<file path="src/rtl/clk_gen_pkg.sv">
// Shared defaults and types for the processor clock generator.
// The clock-gating option in proc_clk_gen is enabled by defining PROC_CLK_GATE_EN.
package clk_gen_pkg;

  localparam int DIV_W_DEF        = 4;
  localparam int DEFAULT_HALF_DEF = 2;
  localparam int RST_HOLD_DEF     = 4;
  localparam int HOLD_W           = 8;

  typedef logic [DIV_W_DEF-1:0] half_t;

endpackage

</file>
<file path="src/rtl/proc_rst_hold.sv">
// Stretches the processor reset until a fixed number of divided-clock rises
// have occurred after the generator leaves reset.
module proc_rst_hold
  import clk_gen_pkg::*;
#(
  parameter int RST_HOLD = RST_HOLD_DEF
) (
  input  logic clk,
  input  logic reset,
  input  logic rise_stb,
  output logic proc_reset
);

  logic [HOLD_W-1:0] r_hold_cnt;
  logic              r_proc_reset;
  logic              w_last_rise;

  assign w_last_rise = (r_hold_cnt == HOLD_W'(RST_HOLD - 1));

  // Release lands on the same posedge as the RST_HOLD-th clk_out rise.
  always_ff @(posedge clk or posedge reset) begin
    if (reset) begin
      r_hold_cnt   <= '0;
      r_proc_reset <= 1'b1;
    end else if (rise_stb && r_proc_reset) begin
      r_hold_cnt <= r_hold_cnt + HOLD_W'(1);
      if (w_last_rise) r_proc_reset <= 1'b0;
    end
  end

  assign proc_reset = r_proc_reset;

endmodule

</file>
<file path="src/rtl/proc_clk_gen.sv">
// Programmable divided clock with edge strobes, run-time half-period update and
// stretched processor reset. Define PROC_CLK_GATE_EN to add the run input.
module proc_clk_gen
  import clk_gen_pkg::*;
#(
  parameter int DIV_W        = DIV_W_DEF,
  parameter int DEFAULT_HALF = DEFAULT_HALF_DEF,
  parameter int RST_HOLD     = RST_HOLD_DEF
) (
  input  logic             clk,
  input  logic             reset,
`ifdef PROC_CLK_GATE_EN
  input  logic             run,
`endif
  input  logic             cfg_valid,
  input  logic [DIV_W-1:0] cfg_half,
  output logic             cfg_ready,
  output logic             clk_out,
  output logic             rise_stb,
  output logic             fall_stb,
  output logic             proc_reset,
  output logic [DIV_W-1:0] cur_half
);

  logic [DIV_W-1:0] r_cnt;
  logic [DIV_W-1:0] r_half_q;
  logic [DIV_W-1:0] r_pend_half;
  logic             r_pend_v;
  logic             r_cfg_ready;
  logic             r_clk_out;

  logic [DIV_W-1:0] w_half_m1;
  logic [DIV_W-1:0] w_cfg_half;
  logic             w_tc;
  logic             w_stall;
  logic             w_rise;
  logic             w_fall;
  logic             w_xfer;

  assign w_half_m1  = r_half_q - DIV_W'(1);
  assign w_tc       = (r_cnt == w_half_m1);
  assign w_cfg_half = (cfg_half == '0) ? DIV_W'(1) : cfg_half;
  assign w_xfer     = cfg_valid && r_cfg_ready;

`ifdef PROC_CLK_GATE_EN
  // A suppressed rise parks the counter at terminal count until run returns.
  assign w_stall = w_tc && !r_clk_out && !run;
`else
  assign w_stall = 1'b0;
`endif

  assign w_rise = w_tc && !r_clk_out && !w_stall;
  assign w_fall = w_tc && r_clk_out;

  always_ff @(posedge clk or posedge reset) begin
    if (reset) begin
      r_cnt       <= '0;
      r_clk_out   <= 1'b0;
      r_half_q    <= DIV_W'(DEFAULT_HALF);
      r_pend_half <= DIV_W'(DEFAULT_HALF);
      r_pend_v    <= 1'b0;
      r_cfg_ready <= 1'b1;
    end else begin
      if (w_tc && !w_stall) begin
        r_cnt     <= '0;
        r_clk_out <= ~r_clk_out;
      end else if (!w_tc) begin
        r_cnt <= r_cnt + DIV_W'(1);
      end
      // New half-period only takes effect at a rise, so a high phase never shortens.
      if (w_rise && r_pend_v) begin
        r_half_q    <= r_pend_half;
        r_cnt       <= '0;
        r_pend_v    <= 1'b0;
        r_cfg_ready <= 1'b1;
      end
      if (w_xfer) begin
        r_pend_half <= w_cfg_half;
        r_pend_v    <= 1'b1;
        r_cfg_ready <= 1'b0;
      end
    end
  end

  proc_rst_hold #(
    .RST_HOLD(RST_HOLD)
  ) u_rst_hold (
    .clk       (clk),
    .reset     (reset),
    .rise_stb  (w_rise),
    .proc_reset(proc_reset)
  );

  assign rise_stb  = w_rise && !reset;
  assign fall_stb  = w_fall && !reset;
  assign clk_out   = r_clk_out;
  assign cfg_ready = r_cfg_ready;
  assign cur_half  = r_half_q;

endmodule
</file>
<file path="config.mk">
export PLATFORM = sky130hd
export DESIGN_NAME = proc_clk_gen
export DESIGN_NICKNAME = d
export VERILOG_FILES = /design/src/rtl/clk_gen_pkg.sv /design/src/rtl/proc_rst_hold.sv /design/src/rtl/proc_clk_gen.sv
export SDC_FILE = /design/constraint.sdc
export NUM_CORES = 1
export LEC_CHECK = 0
export CAP_MARGIN = 10
export CORE_ASPECT_RATIO = 1.5
export CORE_MARGIN = 2
export CORE_UTILIZATION = 57
export CTS_CLUSTER_SIZE = 24
export DETAILED_ROUTE_END_ITERATION = 10
export PLACE_DENSITY = 0.85
export SLEW_MARGIN = 20
export SYNTH_ARGS = -nofsm -noshare
export SYNTH_HDL_FRONTEND = slang
export SYNTH_SLANG_ARGS = --single-unit
</file>
<file path="constraint.sdc">
create_clock -name clk -period 5.5 [get_ports clk]
set_input_delay 0.55 -clock clk [delete_from_list [all_inputs] [get_ports clk]]
set_output_delay 0.55 -clock clk [all_outputs]
set_load 0.005 [all_outputs]
</file>
==> results.md <==
- First DRT Iteration DRCs: 7
- Area share of the leading cell type in the synthesized netlist: a little over two fifths
- Clk Latency, worst-skew pair: about 310 ps
- Fillcell total: 136
- Largest net degree at the start of global routing: 25
- Die width: around 41 um
- Clock transition time at the flip-flop clock pins of the worst setup and hold paths: 120 ps
- Tightest Pin Transition: 842 ps
- Ratio of cells with drive above 1 in the final layout: 14.0%
- Quantity of gates resized following cts: 0
- Share of power burned in the clock network: around an eighth
- Max-slew violation total from the final report: 0
- Die height: 59.3 um
- Num CTS Buffers: 3
- Cell type contributing the most total cell area after synthesis: dfrtp_1
- Share of the clock period used by the worst path after layout: approximately three fifths
- Placeable core area: a little under 2000 sq um
- Area of the die: about 2400 sq um
- Clock tree from TritonCTS: yes
- Buffering stage count on the worst path with inverters included: 2
- Wire per inst: 15.8 um
- # nets final: ~130
- Port Buffers: 15
- Slew headroom: 43.8%
- Placed wire-length estimate: 1650 um
- Comb power frac: between 40% and 50%
- Total via count in the routed design: 821
- Total number of clock tree sinks: 24
- Worst Setup Start Kind: register
- Type of the most critical hold path: register to register
- Delay of the slowest cell on the worst path: 570 ps
- Most frequent cells in the layout: 20 x dfrtp_1, 15 x clkdlybuf4s50_1, 12 x xnor2_1, 8 x nand3_1, 5 x a21oi_1
- Timing-limited maximum frequency: between 200 and 300 MHz
- Internal portion of total power: around 470 uW
- Seq/Total Area, Yosys: a little over half
- Crit path max-delay family: simple AND/OR/NAND/NOR gates
- Site Rows: 20
- DRT Pass-1 Iters: 4
- Clock root buffer master: clkbuf_4
- Synthesized Nets: ~110
- RSZ-0062 raised after global routing: false
- Buffer depth of the longest clock path: 2
- Post-detailed-route via-to-cell ratio: 6.04
- YS warnings: 0
- DP Cell Count: between 100 and 150
- Flops & latches, synth: 24
- Leakage: between 0.0005 and 0.0006 uW
- Area Overhead vs Synth: 18.4%
- Remaining number of nets flagged by the antenna check after routing: 0
- I/O pin cnt: 16
- Worst Setup Path Type: register to output pin
- Starting utilization of the core area: 58.8%
- Kind of end point of the critical path: output pin
- Accumulated negative setup slack: 0 ps
- Final hold vios: 0
- Number of cells produced by synthesis: 96
- Final non-filler cell total: approximately 140
- Critical path's slowest cell: dfstp_2
- Switching power share of the total: 39.3%
- Net Switching: around 300 uW
- Total global-route track usage: between 20 and 25%
- Peak supply drop: about 0.60 mV
- Mean instance size in the synthesized netlist: between 10 and 15 sq um
- Total inserted antenna cells: 0
- Setup-violating endpoint count in the final report: 0
- # Max-Cap Violations: 0
- Ranking of synthesized cells by area: dfrtp_1 43%, dfstp_2 9.0%, xnor2_1 9.0%
- Initial antenna violation count: 0
- Gr ovfl total: 0
- Post-synthesis cell area: about 1200 sq um
- Sequential fraction of design power: between 30% and 40%
- H-tree levels: 1
- Post-CTS Hold Buffers: 0
- First-pass GRT wire length: roughly 3600 um
- Post-layout min period: around 3400 ps
- CP arrival: 2830 ps
- Final routed wirelength across all metal layers: 2150 um
- Status: complete, no violations
- Critical path, cell by cell: inv_1, ha_1, xnor2_1, nor3b_4, nand2_1, nor3b_1, clkdlybuf4s50_1
- Synth cell types: 28
- Number of global-route vias before repair: 820
- Pwr dens: 563 nW/um^2
- Residual DRC count: 0
- Hold slack: ~490 ps
- Clk_skew: 0.945 ps
- Buffers inserted by post-CTS timing repair: 0
- Worst-path maximum fanout: 9
- Routability Congestion: between 0.7 and 0.8
- Most common library cell in the layout ignoring fill and taps: dfrtp_1
- Required time of the critical path: 4950 ps
-- registers in the layout (all words and copies together), names as in the netlist --
signal,flops
u_rst_hold.proc_reset,1
r_pend_v,1
u_rst_hold.r_hold_cnt,8
cfg_ready,1
clk_out,1
r_cnt,4
cur_half,4
r_pend_half,4
-- worst paths after layout --
check | start | to | slack (ps) | depth (start not counted)
max in group asynchronous | reset | r_pend_v$_DFFE_PP0P_ | 4220 | 2
hold / removal | u_rst_hold.proc_reset$_DFFE_PP1P_ | u_rst_hold.proc_reset$_DFFE_PP1P_ | 490 | 1
setup reg to reg | cur_half[1]$_DFFE_PP1P_ | cur_half[2]$_DFFE_PP0P_ | 3280 | 6
hold reg to reg | u_rst_hold.proc_reset$_DFFE_PP1P_ | u_rst_hold.proc_reset$_DFFE_PP1P_ | 490 | 1
min in group asynchronous | reset | r_cnt[2]$_DFF_PP0_ | 770 | 2
setup / recovery | cur_half[1]$_DFFE_PP1P_ | fall_stb | 2120 | 7
-- kinds of logic (layout without fill, tap and decap cells) --
kind of cell / count (synthesis) / after routing / synth area share, %
compound gates: 8 / 8 / 3.87
fa+ha+maj: 3 / 3 / 3.23
flops: 24 / 24 / 52.1
simple gates: 32 / 32 / 18.0
mux: 9 / 9 / 8.61
buf+inv: 5 / 23 / 1.61
xor+xnor: 15 / 15 / 12.6
-- cell usage after synthesis, drive strengths merged --
library cell / count
dfrtp: 20
xnor2: 12
mux2: 8
nand3: 8
a21oi: 5
dfstp: 4
nand2: 4
nor3: 4
ha: 3
inv: 3
nand4: 3
and2: 2
clkbuf: 2
nand4b: 2
nor2: 2
nor3b: 2
nor4: 2
nor4b: 2
xor2: 2
a31oi: 1
mux2i: 1
nor2b: 1
o21ai: 1
o31a: 1
xnor3: 1
-- per-stage QoR --
step	cell area (sq um)	power (uW)	setup WS [ps]	util (%)
2_1_floorplan	1160	561	3100	-
3_3_place_gp	1340	665	2570	67.8
3_5_place_dp	1340	685	2470	67.8
4_1_cts	1380	780	2110	69.6
5_1_grt	1380	828	1930	69.6
6_report	1380	775	2120	69.6
-- final cells by class --
cell class | instances | area [sq um] | share of cell area [%]
Multi-Input combinational cell | 67 | 538 | 39.1
Tap cell | 22 | 27.5 | 2.00
Inverter | 3 | 11.3 | 0.818
Sequential cell | 24 | 606 | 44.0
Clock buffer | 4 | 36.3 | 2.64
Timing Repair Buffer | 16 | 158 | 11.5
-- routing by layer --
metal / global-route usage [%] / vias up / wire, um
met5: 0 / - / 0
met4: 10.0 / 0 / 20
met3: 4.14 / 4 / 71
met2: 38.8 / 21 / 1290
met1: 24.9 / 416 / 769
li1: - / 380 / -
-- power groups by stage --
stage	Sequential, uW	Combinational (uW)	Clock, uW
6_report	297	387	91.5
4_1_cts	296	390	93.7
5_1_grt	306	424	98.5
3_3_place_gp	296	368	0
3_5_place_dp	299	386	0
2_1_floorplan	282	279	0
Note: power is estimated with default switching activity, not from simulation.
